--- config.mk ---
export PLATFORM = sky130hd
export DESIGN_NAME = node
export DESIGN_NICKNAME = d
export VERILOG_FILES = /design/src/rtl/node_pkg.sv /design/src/rtl/ds_rx.sv /design/src/rtl/node.sv
export SDC_FILE = /design/constraint.sdc
export NUM_CORES = 1
export LEC_CHECK = 0
export CORE_MARGIN = 4
export CORE_UTILIZATION = 49
export CTS_CLUSTER_SIZE = 8
export DETAILED_ROUTE_END_ITERATION = 8
export GPL_ROUTABILITY_DRIVEN = 0
export PLACE_DENSITY = 0.66
export SLEW_MARGIN = 20
export SYNTH_ARGS = -nofsm -noshare
export SYNTH_HDL_FRONTEND = slang
export SYNTH_SLANG_ARGS = --single-unit
--- constraint.sdc ---
create_clock -name clk_pad -period 4.3 [get_ports clk_pad]
set_input_delay 0.86 -clock clk_pad [delete_from_list [all_inputs] [get_ports clk_pad]]
set_output_delay 0.86 -clock clk_pad [all_outputs]
set_load 0.01 [all_outputs]
--- src/rtl/node_pkg.sv ---
// node_pkg: shared definitions for the DS-link echo node.
//   - control codes, written as {c0,c1} in transmission order
//   - character lengths in bits, including P and F
//   - receiver state enum
//   - ctrl_char(): builds a 4-bit control character, bit 0 sent first
package node_pkg;

  localparam logic [1:0] CODE_FCT   = 2'b00;
  localparam logic [1:0] CODE_EOP_1 = 2'b01;
  localparam logic [1:0] CODE_EOP_2 = 2'b10;
  localparam logic [1:0] CODE_ESC   = 2'b11;

  localparam int CTRL_LEN = 4;
  localparam int DATA_LEN = 10;

  typedef enum logic {RX_HUNT, RX_SYNC} rx_state_t;

  // Control character as a shift vector: [0]=P, [1]=F=1, [2]=c0, [3]=c1.
  function automatic logic [3:0] ctrl_char(input logic [1:0] code, input logic p);
    return {code[0], code[1], 1'b1, p};
  endfunction

endpackage

--- src/rtl/ds_rx.sv ---
// ds_rx: DS-link receiver.
//   clk_pad/rst       : clock, synchronous active-high reset
//   d_in/s_in         : asynchronous DS-link data and strobe
//   push/data         : one-cycle strobe with a received data byte
//   perr              : one-cycle pulse on a parity mismatch
//   link_active       : set on the first NULL, cleared on an idle timeout
module ds_rx
  import node_pkg::*;
#(
  parameter int DISC_TIMEOUT = 64
) (
  input  logic       clk_pad,
  input  logic       rst,
  input  logic       d_in,
  input  logic       s_in,
  output logic       push,
  output logic [7:0] data,
  output logic       perr,
  output logic       link_active
);
  localparam int TW = $clog2(DISC_TIMEOUT + 1);

  logic [1:0]    d_sync, s_sync;   // [1] is the synchronised value
  logic          x_q;              // last seen d^s
  logic          bit_evt, bit_val;
  logic [6:0]    win;              // hunt window including the new bit, [6] oldest
  logic          null_hit, par_bad, timeout;
  rx_state_t     state, state_nx;
  logic [5:0]    hunt_sh;
  logic [3:0]    bit_idx;          // position inside the current character
  logic          p_q, is_ctrl, par_prev, par_acc;
  logic [6:0]    sh;               // data bits arrive LSB first
  logic [TW-1:0] idle_cnt;

  assign bit_val  = d_sync[1];
  assign bit_evt  = (d_sync[1] ^ s_sync[1]) != x_q;
  assign win      = {hunt_sh, bit_val};
  // ESC F,c0,c1 = 111, FCT P = don't care, FCT F,c0,c1 = 100
  assign null_hit = bit_evt && (state == RX_HUNT) && (win[6:4] == 3'b111) && (win[2:0] == 3'b100);
  assign par_bad  = bit_evt && (state == RX_SYNC) && (bit_idx == 4'd1) && !(par_prev ^ p_q ^ bit_val);
  assign timeout  = !bit_evt && (idle_cnt == TW'(DISC_TIMEOUT - 1));

  always_comb begin
    state_nx = state;
    if (timeout || par_bad) state_nx = RX_HUNT;
    else if (null_hit)      state_nx = RX_SYNC;
  end

  always_ff @(posedge clk_pad) begin
    if (rst) begin
      d_sync      <= '0;
      s_sync      <= '0;
      x_q         <= 1'b0;
      state       <= RX_HUNT;
      hunt_sh     <= '0;
      bit_idx     <= '0;
      p_q         <= 1'b0;
      is_ctrl     <= 1'b0;
      par_prev    <= 1'b0;
      par_acc     <= 1'b0;
      sh          <= '0;
      idle_cnt    <= '0;
      push        <= 1'b0;
      data        <= '0;
      perr        <= 1'b0;
      link_active <= 1'b0;
    end else begin
      d_sync <= {d_sync[0], d_in};
      s_sync <= {s_sync[0], s_in};
      state  <= state_nx;
      push   <= 1'b0;
      perr   <= par_bad;

      if (bit_evt) begin
        x_q      <= ~x_q;
        idle_cnt <= '0;
      end else if (idle_cnt != TW'(DISC_TIMEOUT)) begin
        idle_cnt <= idle_cnt + 1'b1;
      end

      if (timeout)       link_active <= 1'b0;
      else if (null_hit) link_active <= 1'b1;

      if (timeout || par_bad) begin
        // clear the window so stale bits cannot fake a NULL
        hunt_sh <= '0;
        bit_idx <= '0;
      end else if (bit_evt) begin
        if (state == RX_HUNT) begin
          // the FCT that completes a match has c0^c1 = 0, so parity history restarts at 0
          hunt_sh  <= win[5:0];
          bit_idx  <= '0;
          par_prev <= 1'b0;
        end else begin
          bit_idx <= bit_idx + 1'b1;
          if (bit_idx == 4'd0) begin
            p_q <= bit_val;
          end else if (bit_idx == 4'd1) begin
            is_ctrl <= bit_val;
            par_acc <= 1'b0;
          end else begin
            sh      <= {bit_val, sh[6:1]};
            par_acc <= par_acc ^ bit_val;
            if ((is_ctrl && bit_idx == 4'(CTRL_LEN - 1)) || bit_idx == 4'(DATA_LEN - 1)) begin
              bit_idx  <= '0;
              par_prev <= par_acc ^ bit_val;
              if (!is_ctrl) begin
                push <= 1'b1;
                data <= {bit_val, sh};
              end
            end
          end
        end
      end
    end
  end

endmodule

--- src/rtl/node.sv ---
// node: DS-link echo node. Received data bytes are queued and retransmitted;
// NULLs fill the line when nothing is queued.
//   clk_pad/rst : clock, synchronous active-high reset
//   d_in/s_in   : incoming DS link (asynchronous)
//   d_out/s_out : outgoing DS link (registered)
//   sw[0]       : LED nibble select; btn[0] clears sticky flags
//   led         : nibble of the last received byte
//   ledb        : {overflow, fifo_full, parity_err, link_active}
module node
  import node_pkg::*;
#(
  parameter int CLK_DIV      = 4,
  parameter int FIFO_DEPTH   = 16,
  parameter int DISC_TIMEOUT = 64
) (
  input  logic       clk_pad,
  input  logic       rst,
  input  logic       d_in,
  input  logic       s_in,
  output logic       d_out,
  output logic       s_out,
  input  logic [3:0] sw,
  input  logic [3:0] btn,
  output logic [3:0] led,
  output logic [3:0] ledb
);
  localparam int DW = $clog2(CLK_DIV);
  localparam int AW = $clog2(FIFO_DEPTH);

  logic       rx_push, rx_perr, link_active;
  logic [7:0] rx_data;

  ds_rx #(.DISC_TIMEOUT(DISC_TIMEOUT)) u_rx (
    .clk_pad     (clk_pad),
    .rst         (rst),
    .d_in        (d_in),
    .s_in        (s_in),
    .push        (rx_push),
    .data        (rx_data),
    .perr        (rx_perr),
    .link_active (link_active)
  );

  // ---------------- echo FIFO ----------------
  logic [7:0]    mem [FIFO_DEPTH];
  logic [AW-1:0] wr_ptr, rd_ptr;
  logic [AW:0]   count;
  logic          full, empty, pop, wr_en, drop;
  logic [7:0]    rd_byte;

  assign full    = count == (AW + 1)'(FIFO_DEPTH);
  assign empty   = count == '0;
  assign rd_byte = mem[rd_ptr];
  // a pop in the same cycle frees a slot, so push+pop on a full FIFO is accepted
  assign wr_en   = rx_push && (!full || pop);
  assign drop    = rx_push && full && !pop;

  always_ff @(posedge clk_pad) begin
    if (wr_en) mem[wr_ptr] <= rx_data;
  end

  always_ff @(posedge clk_pad) begin
    if (rst) begin
      wr_ptr <= '0;
      rd_ptr <= '0;
      count  <= '0;
    end else begin
      if (wr_en) wr_ptr <= wr_ptr + 1'b1;
      if (pop)   rd_ptr <= rd_ptr + 1'b1;
      case ({wr_en, pop})
        2'b10:   count <= count + 1'b1;
        2'b01:   count <= count - 1'b1;
        default: ;
      endcase
    end
  end

  // ---------------- transmitter ----------------
  logic [DW-1:0] div_cnt;
  logic [3:0]    bits_left;
  logic [9:0]    tx_sh;
  logic          tx_par;        // XOR of the previous character's data/control bits
  logic          bit_tick, load, tx_bit;
  logic [9:0]    next_char;
  logic [3:0]    next_len;
  logic          next_par;

  assign bit_tick = div_cnt == '0;
  assign load     = bit_tick && (bits_left == '0);
  assign pop      = load && !empty;
  assign tx_bit   = load ? next_char[0] : tx_sh[0];

  // P is chosen so prev ^ P ^ F = 1. NULL goes out as one 8-bit unit: the ESC's
  // P is tx_par, and the FCT's P is always 0 because ESC's c0^c1 is 0.
  always_comb begin
    next_char = {2'b00, ctrl_char(CODE_FCT, 1'b0), ctrl_char(CODE_ESC, tx_par)};
    next_len  = 4'(2 * CTRL_LEN);
    next_par  = 1'b0;
    if (!empty) begin
      next_char = {rd_byte, 1'b0, ~tx_par};
      next_len  = 4'(DATA_LEN);
      next_par  = ^rd_byte;
    end
  end

  always_ff @(posedge clk_pad) begin
    if (rst) begin
      d_out     <= 1'b0;
      s_out     <= 1'b0;
      div_cnt   <= '0;
      bits_left <= '0;
      tx_sh     <= '0;
      tx_par    <= 1'b0;
    end else if (bit_tick) begin
      div_cnt <= DW'(CLK_DIV - 1);
      d_out   <= tx_bit;
      if (tx_bit == d_out) s_out <= ~s_out;
      if (load) begin
        tx_sh     <= next_char >> 1;
        bits_left <= next_len - 1'b1;
        tx_par    <= next_par;
      end else begin
        tx_sh     <= tx_sh >> 1;
        bits_left <= bits_left - 1'b1;
      end
    end else begin
      div_cnt <= div_cnt - 1'b1;
    end
  end

  // ---------------- status / LEDs ----------------
  logic       parity_err, overflow;
  logic [7:0] last_rx;
  logic       unused_in;

  assign unused_in = ^{sw[3:1], btn[3:1]};

  always_ff @(posedge clk_pad) begin
    if (rst) begin
      parity_err <= 1'b0;
      overflow   <= 1'b0;
      last_rx    <= '0;
    end else begin
      if (rx_perr)     parity_err <= 1'b1;
      else if (btn[0]) parity_err <= 1'b0;
      if (drop)        overflow   <= 1'b1;
      else if (btn[0]) overflow   <= 1'b0;
      if (rx_push)     last_rx    <= rx_data;
    end
  end

  assign led  = sw[0] ? last_rx[7:4] : last_rx[3:0];
  assign ledb = {overflow, full, parity_err, link_active};

endmodule

## Word level (Yosys, flattened, before mapping)

Memories as Yosys holds them, arrays and structs flattened. A register that Yosys moved wholly into a read port is not among the register bits.
Index checks and enable logic that the tools add are counted.

- Bits in registers: 87
- Memories kept: 1
- Word-level logic and storage cells: 135
- Output and inout bits: 10
- Bits in writable memories: 128

Memory list:

| name | words | width | rd ports | clocked after memory_dff | write ports | line | RTL |
|---|---|---|---|---|---|---|---|
| mem | 16 | 8 | 1 | 1 | 1 | node.sv:45 | `logic [7:0] mem [FIFO_DEPTH];` |

- Add/sub/neg operators: 9
- Eq/ne operators: 15
- Bitwise operators: 14
- Reductions and logical operators: 42
- Mux-type cells: 26

Operators by type and width:

| operator | count |
|---|---|
| $mux 4 | 8 |
| $reduce_and 5->1 | 3 |
| $logic_and 1x1->1 | 13 |
| $mux 1 | 13 |
| $add 4x1->4 const B | 3 |
| $mux 10 | 1 |
| $not 1->1 | 10 |
| $pmux 5 s2 | 1 |
| $mux 9 | 1 |
| $logic_not 4->1 | 2 |
| $reduce_and 4->1 | 2 |
| $reduce_xor 8->1 | 1 |
| $sub 4x1->4 const B | 2 |
| $add 7x1->7 const B | 1 |
| $eq 7x6->1 const B | 1 |
| $ne 7x7->1 const B | 1 |
| $reduce_and 7->1 | 1 |
| $reduce_or 7->1 | 1 |
| $eq 3x3->1 const B | 2 |
| $ne 2x2->1 const B | 3 |
| $reduce_and 2->1 | 3 |
| $reduce_bool 2->1 | 3 |
| $reduce_or 2->1 | 3 |
| $add 5x1->5 const B | 1 |
| other kinds (16) | 26 |

## Depth between registers and ports, before layout

Gate-level depths: netlist of the first run.

- Word-level depth: 8
- Depth in mapped cells: 12
- Gate-level depth less buffers: 12

## Modules after synthesis

A second synthesis of the first run with hierarchy kept.

- Cell total of the unflattened synthesis: 635
- Area, all modules: 8897.3 µm²

Modules (own cells, without submodules):

| module | cells each | area an instance (µm²) | instances |
|---|---|---|---|
| node | 437 | 6959.2 | 1 |
| ds_rx | 198 | 1938.1 | 1 |

## Least setup slack after synthesis of the first run

Ideal clock, no wire load.

- Path kind: reg2reg
- Start point: register div_cnt[0]
- End point: register count[4]
- Slack: 1408 ps
- Required time: 4172 ps
- Arrival time: 2764 ps
- Cell stages (with the launch flop): 13
- Clock period less this slack: 2892 ps
- Cell sequence: dfxtp_1 > inv_1 > ha_1 > or4b_4 > a2111oi_4 > xor2_1 > ha_1 > or2_2 > a21oi_1 > o21bai_2 > mux2i_1 > xnor2_1 > nor2_1

- Longest elaborated chain between the ends: 7
- Elaborated cells between the ends (all ways): 9
- Those cells by class: 2 x eq/ne; 1 x mux; 6 x reduce/logical

RTL lines:

| element | line | RTL |
|---|---|---|
| from (decl) | node.sv:79 | `logic [DW-1:0] div_cnt;` |
| from (signal assigned) | node.sv:115 | `div_cnt <= DW'(CLK_DIV - 1);` |
| from (signal assigned) | node.sv:127 | `div_cnt <= div_cnt - 1'b1;` |
| $logic_not 2->1 * | node.sv:88 | `assign bit_tick = div_cnt == '0;` |
| $logic_and 1x1->1 * | node.sv:89 | `assign load = bit_tick && (bits_left == '0);` |
| $logic_and 1x1->1 * | node.sv:90 | `assign pop = load && !empty;` |
| $logic_or 1x1->1 | node.sv:55 | `assign wr_en = rx_push && (!full \|\| pop);` |
| $logic_and 1x1->1 | node.sv:55 |  |
| $eq 2x1->1 or $eq 2x2->1 (tied branches) | node.sv:70 | `case ({wr_en, pop})` |
| $pmux 5 s2 or $reduce_bool 2->1 (tied branches) | n/a |  |
| to (signal assigned) | node.sv:71 | `2'b10: count <= count + 1'b1;` |
| to (signal assigned) | node.sv:72 | `2'b01: count <= count - 1'b1;` |
| to (decl) | node.sv:47 | `logic [AW:0] count;` |

Every way passes the cells marked *; elsewhere a longest branch is shown, timed or not.
A chain may end at the register's enable or synchronous reset.

## Worst setup path in the final report of the first run

Same ends and word-level chain as after synthesis.

==> flow_summary.toml, run 1 <==
[floorplan]
boundaryPins = 22
coreArea_um2 = 17400
die-area_um2 = 20100
die_w_um = 142
die_y_um = 142
start_util = 0.503
std_cell_rows = 48

[finish]
diodes = 0
final_common_cell = "edfxtp_1"
areaGrowthSynthToFinish_pct = 13.7
nNetsFinal = 693
drive_gt1_frac = 0.133
finalNonFillerCells = 911
mostFrequentLayoutCells = "128 x edfxtp_1, 93 x nor2_1, 88 x dfxtp_1"

[clock_tree]
cts.path.max_buffers = 3
root_buffer = "clkbuf_16"
ctsResizeCount = 0
cts_buffers = 31
ctsHoldBuffers = 0
clock-sinks = 218
cts_tree = "built"
h-tree-depth = 1
clock_latency_ns = 0.54
cts_setup_buffers = 0
path_clk_slew_ns = 0.05

[critical_path]
crit_cells = 13
crit_top_cell = "ha_1"
critPathMaxStageDelay_ns = 0.58
end_kind = "register"
crit_path_top_delay_cell = "a2111oi_4"
criticalPathCategory = "register to register"
worstPathCellList = "inv_1 -> ha_1 -> buf_4 -> or4b_4 -> a2111oi_4 -> xor2_1 -> ha_1 -> or2_2 -> a21oi_1 -> o21bai_2 -> mux2i_1 -> xnor2_1 -> nor2_1"
worst-path-buf-inv = 2
cpLargestDelayFamily = "simple AND/OR/NAND/NOR gates"
rr_worst_depth = 13
arrival_ns = 3.64
startpoint_type = "register"
cp_data_required_time_ns = 4.68
worstPathMaxFanout = 16

[hold_path]
min_path_type = "register to register"
holdPathStages = 1

[synth]
ys_seq_area_frac = 0.644
synth-main-ff-cell = "edfxtp_1"
synth_edf_count = 128
synth_fp_nets = 671
syn_area_um2 = 8770
synthArstFlopShare = 0
avgSynthCellArea_um2 = 13.6
syn_inst = 645
ys_types = 51
synth-warning-count = 0
synth-seq-cells = 218

[detailed_routing]
routed_wl_um = 16800
ant_nets = 0
vias = 5059
drt-vias-per-instance = 5.55
drcViolationCount = 0
wl_per_cell_um = 18.5
drt_iter0_drc = 340
drtPass1Iterations = 5

[power_and_ir_drop]
irDropWorstVdd_mv = 0.338
power_density_nw_per_um2 = 455
seqPwrFrac = 0.495
p_switching_mw = 0.925
intPower_mw = 3.61
total_power_mw = 4.54
swShare = 0.204
p_leak_nw = 3.48
clkPwrFrac = 0.469
combPwrFrac = 0.036

[place]
dpl.hpwl_um = 10800
dp_worst_setup_slack_ns = 1.05
port_buffers = 15
placedCellCount = 859

[timing]
rsz0062_at_grt = "no"
layout_min_cycle_time_ns = 3.26
fin_tns_setup_ns = 0
finalSetupViolations = 0
max_slew_margin = 0.400
skew_ns = 0.0158
post-route-period-util = 0.759
final_hold_viol_count = 0
tightest_slew_ns = 0.899
max_freq_ghz = 0.307
final_max_slew_viol_count = 0
setup_ws_ns = 1.04

[grt]
grt_pass1_wl_um = 27400
grt_max_degree = 49
grtUsageTotal = 0.172
antenna_found_initial = 0
overflow = 0
grt_pass1_vias = 5203

[outcome]
run_status = "complete, no violations"

[run]
maxCapViolCount = 0
-- power groups by stage --
stage	sequential [mW]	clock (mW)	combinational (mW)
global route	2.25	2.28	0.185
CTS	2.25	2.17	0.164
detailed placement	2.28	0	0.163
floorplan	2.28	0	0.121
finish	2.25	2.13	0.163
global placement	2.28	0	0.158
-- worst reg2reg max path, cell delays in order (launching register included) --
cell       delay [ns]
dfxtp_1          0.30
inv_1            0.05
ha_1             0.13
buf_4            0.20
or4b_4           0.54
a2111oi_4        0.58
xor2_1           0.14
ha_1             0.25
or2_2            0.28
a21oi_1          0.19
o21bai_2         0.08
mux2i_1          0.19
xnor2_1          0.15
nor2_1           0.05
-- metal layers --
layer | share of wire | GRT usage | up-vias
li1 | - | - | 2389
met1 | 0.43 | 0.227 | 2530
met2 | 0.51 | 0.294 | 111
met3 | 0.041 | 0.0310 | 29
met4 | 0.021 | 0.0475 | 0
met5 | 0 | 0 | -
-- worst paths after layout --
check                                start    endpoint  slack, ns
worst min-delay path            div_cnt[0]  div_cnt[0]       0.44
worst max register to register  div_cnt[0]    count[4]       1.04
worst max-delay path            div_cnt[0]    count[4]       1.04
worst min register to register  div_cnt[0]  div_cnt[0]       0.44
-- cell families after synthesis --
group           share of synthesized area
flops                               0.644
simple gates                       0.0975
compound gates                     0.0571
xor+xnor                           0.0345
mux                                 0.122
fa+ha+maj                          0.0200
buf+inv                            0.0253
-- cells in the mapped netlist (all sizes together) (7+ instances only) --
cell type	count	area, µm²
edfxtp	128	3840
nor2	94	355
dfxtp	90	1800
nand2	37	139
mux4	32	721
mux2i	30	300
a21oi	27	135
buf	20	105
a22oi	19	143
xnor2	19	166
o21ai	17	85.1
clkbuf	15	56.3
inv	15	56.3
ha	14	175
xor2	13	114
nor3	10	50.1
nand3	7	40.0
nor2b	7	43.8
-- per-stage QoR --
stage	hold slack, ns	util	instance area, µm²
finish	0.435	0.572	9970
global route	0.461	0.572	9970
CTS	0.442	0.572	9970
detailed placement	0.435	0.523	9100
global placement	0.426	0.523	9100
floorplan	0.412	-	8770
-- registers in the layout, indices dropped and copies added, names as in the netlist, 2 cells and up, named ones only --
register,cells
u_rx.hunt_sh,6
div_cnt,2
mem,128
u_rx.bit_idx,4
last_rx,8
u_rx.d_sync,2
count,5
wr_ptr,4
rd_ptr,4
u_rx.sh,7
u_rx.idle_cnt,7
bits_left,4
u_rx.s_sync,2
tx_sh,9
u_rx.data,8
-- area by class of cell --
cell class	instances	area (µm²)
inverter	16	60.1
multi-input combinational	376	2900
tap	225	282
timing repair buffer	24	213
clock inverter	2	17.5
sequential	218	5650
fill	1363	7450
clock buffer	50	847
No activity file was read; power rests on OpenSTA's default activity.
==> inputs of run 2 (changes only) <==
- PLACE_DENSITY: 0.66 -> 0.68
- clock period: 4.3 -> 3 ns (I/O delays scaled with it)
==> run 2 against run 1 <==
Count of clock-buffer cells in the layout is 2 higher. Largest cell class unchanged. Die area stayed put. Clock power grew 44%. Non-clock buffer count up 23. Worst setup slack lost 0.80 ns. Clock skew is 0.0048 ns lower. Worst hold slack worse by 0.0038 ns. Combinational power grew 51%. Highest routed layer unchanged.
==> flow_summary.toml, run 2 (synthesis results as in run 1) <==
[outcome]
run_status = "complete, no violations"

[grt]
grt_pass1_vias = 5359
antenna_found_initial = 0
busiest_layer = "met2"
grt_pass1_wl_um = 27800
use_met2 = 0.291
overflow = 0
grt_use_met3 = 0.0293
use_met1 = 0.231
grtUsageTotal = 0.173
grt_max_degree = 33

[floorplan]
boundaryPins = 22
die_w_um = 142
std_cell_rows = 48
die-area_um2 = 20100
die_y_um = 142
coreArea_um2 = 17400
start_util = 0.503

[detailed_routing]
ant_nets = 0
vias = 5182
drtPass1Iterations = 4
drcViolationCount = 0
wl_per_cell_um = 18.1
drt_iter0_drc = 413
drt-vias-per-instance = 5.54
routed_wl_um = 16900

[critical_path]
startpoint_type = "register"
cp_data_required_time_ns = 2.40
end_kind = "output port"
arrival_ns = 2.16
worstPathCellList = "nor4_4 -> nand2_1 -> inv_1 -> clkdlybuf4s50_1"
critPathMaxStageDelay_ns = 0.54
crit_path_top_delay_cell = "clkdlybuf4s50_1"
criticalPathCategory = "register to output port"
worstPathMaxFanout = 7

[timing]
max_freq_ghz = 0.362
rsz0062_at_grt = "no"
tightest_slew_ns = 0.749
max_slew_margin = 0.499
final_max_slew_viol_count = 0
finalSetupViolations = 0
post-route-period-util = 0.920
fin_tns_setup_ns = 0
layout_min_cycle_time_ns = 2.76
skew_ns = 0.0110
final_hold_viol_count = 0

[clock_tree]
clock-sinks = 218
root_buffer = "clkbuf_16"
cts_setup_buffers = 0
cts.path.max_buffers = 3
cts_buffers = 31
h-tree-depth = 1
cts_tree = "built"
clock_latency_ns = 0.54
path_clk_slew_ns = 0.05

[power_and_ir_drop]
clkPwrFrac = 0.470
p_leak_nw = 3.62
seqPwrFrac = 0.492
swShare = 0.205
intPower_mw = 5.20
power_density_nw_per_um2 = 642
combPwrFrac = 0.038
irDropWorstVdd_mv = 0.499
p_switching_mw = 1.34

[finish]
largest-register = "mem"
drive_gt1_frac = 0.159
diodes = 0
final_common_cell = "edfxtp_1"
areaGrowthSynthToFinish_pct = 16.1
largest_reg_flops = 128
mostFrequentLayoutCells = "128 x edfxtp_1, 93 x nor2_1, 89 x dfxtp_1"
reg.largest.list = "mem x128, tx_sh x9"
nNetsFinal = 716
fin_util = 0.584

[run]
maxCapViolCount = 0

[hold_path]
min_path_type = "register to register"

[place]
dpl.hpwl_um = 11100
port_buffers = 15
run 2: changes by cell type in the layout (fill, tap and decap cells not counted), sizes merged:
cell	delta
buf	+23
clkbuf	+2
run 2: routing by layer:
| layer | wire (µm) | part of all wire | vias up |
|---|---|---|---|
| met5 | 0 | 0 | - |
| met4 | 483 | 0.029 | 0 |
| met3 | 739 | 0.044 | 44 |
| met2 | 8330 | 0.49 | 136 |
| met1 | 7400 | 0.44 | 2550 |
| li1 | - | - | 2452 |
run 2: layout make-up:
cell class / count / area (µm²)
clock buffer: 52 / 855
clock inverter: 2 / 17.5
fill: 1359 / 7240
inverter: 16 / 60.1
multi-input combinational: 376 / 2910
sequential: 218 / 5650
tap: 225 / 282
timing repair buffer: 47 / 410
run 2: critical path: cells and delay by family (launching register included):
| kind | cells | cell delay (ns) |
|---|---|---|
| buf+inv | 2 | 0.64 |
| flops | 1 | 0.39 |
| simple gates | 2 | 0.60 |
run 2: repair_timing:
item / in CTS / in global routing
hold buffers: 0 / 0
setup endpoints to repair: 0 / 2
resized for setup: 0 / 1
run 2: metrics by stage:
stage / setup WS (ns) / cell area, µm² / hold WS [ns] / power (mW) / cells
finish: 0.241 / 10200 / 0.431 / 6.53 / 936
global route: 0.0301 / 10200 / 0.453 / 6.80 / 936
CTS: 0.0629 / 10200 / 0.435 / 6.60 / 936
detailed placement: 0.165 / 9300 / 0.429 / 3.52 / 882
global placement: 0.277 / 9300 / 0.426 / 3.51 / 882
floorplan: 0.108 / 8770 / 0.412 / 3.44 / 645
run 2: worst paths after layout:
kind / start / to / slack [ns] / depth (start not counted)
max: count[1] / ledb[2] / 0.24 / 4
min: div_cnt[0] / div_cnt[0] / 0.43 / 1
max reg2reg: div_cnt[0] / count[4] / 0.30 / 12
min reg2reg: div_cnt[0] / div_cnt[0] / 0.43 / 1
run 2: power groups by stage:
stage                     combinational, mW  clock (mW)  sequential (mW)
after floorplan                       0.174           0             3.27
after global placement                0.235           0             3.27
after detailed placement              0.245           0             3.27
after CTS                             0.248        3.14             3.22
after global routing                  0.281        3.30             3.22
final                                 0.246        3.07             3.22
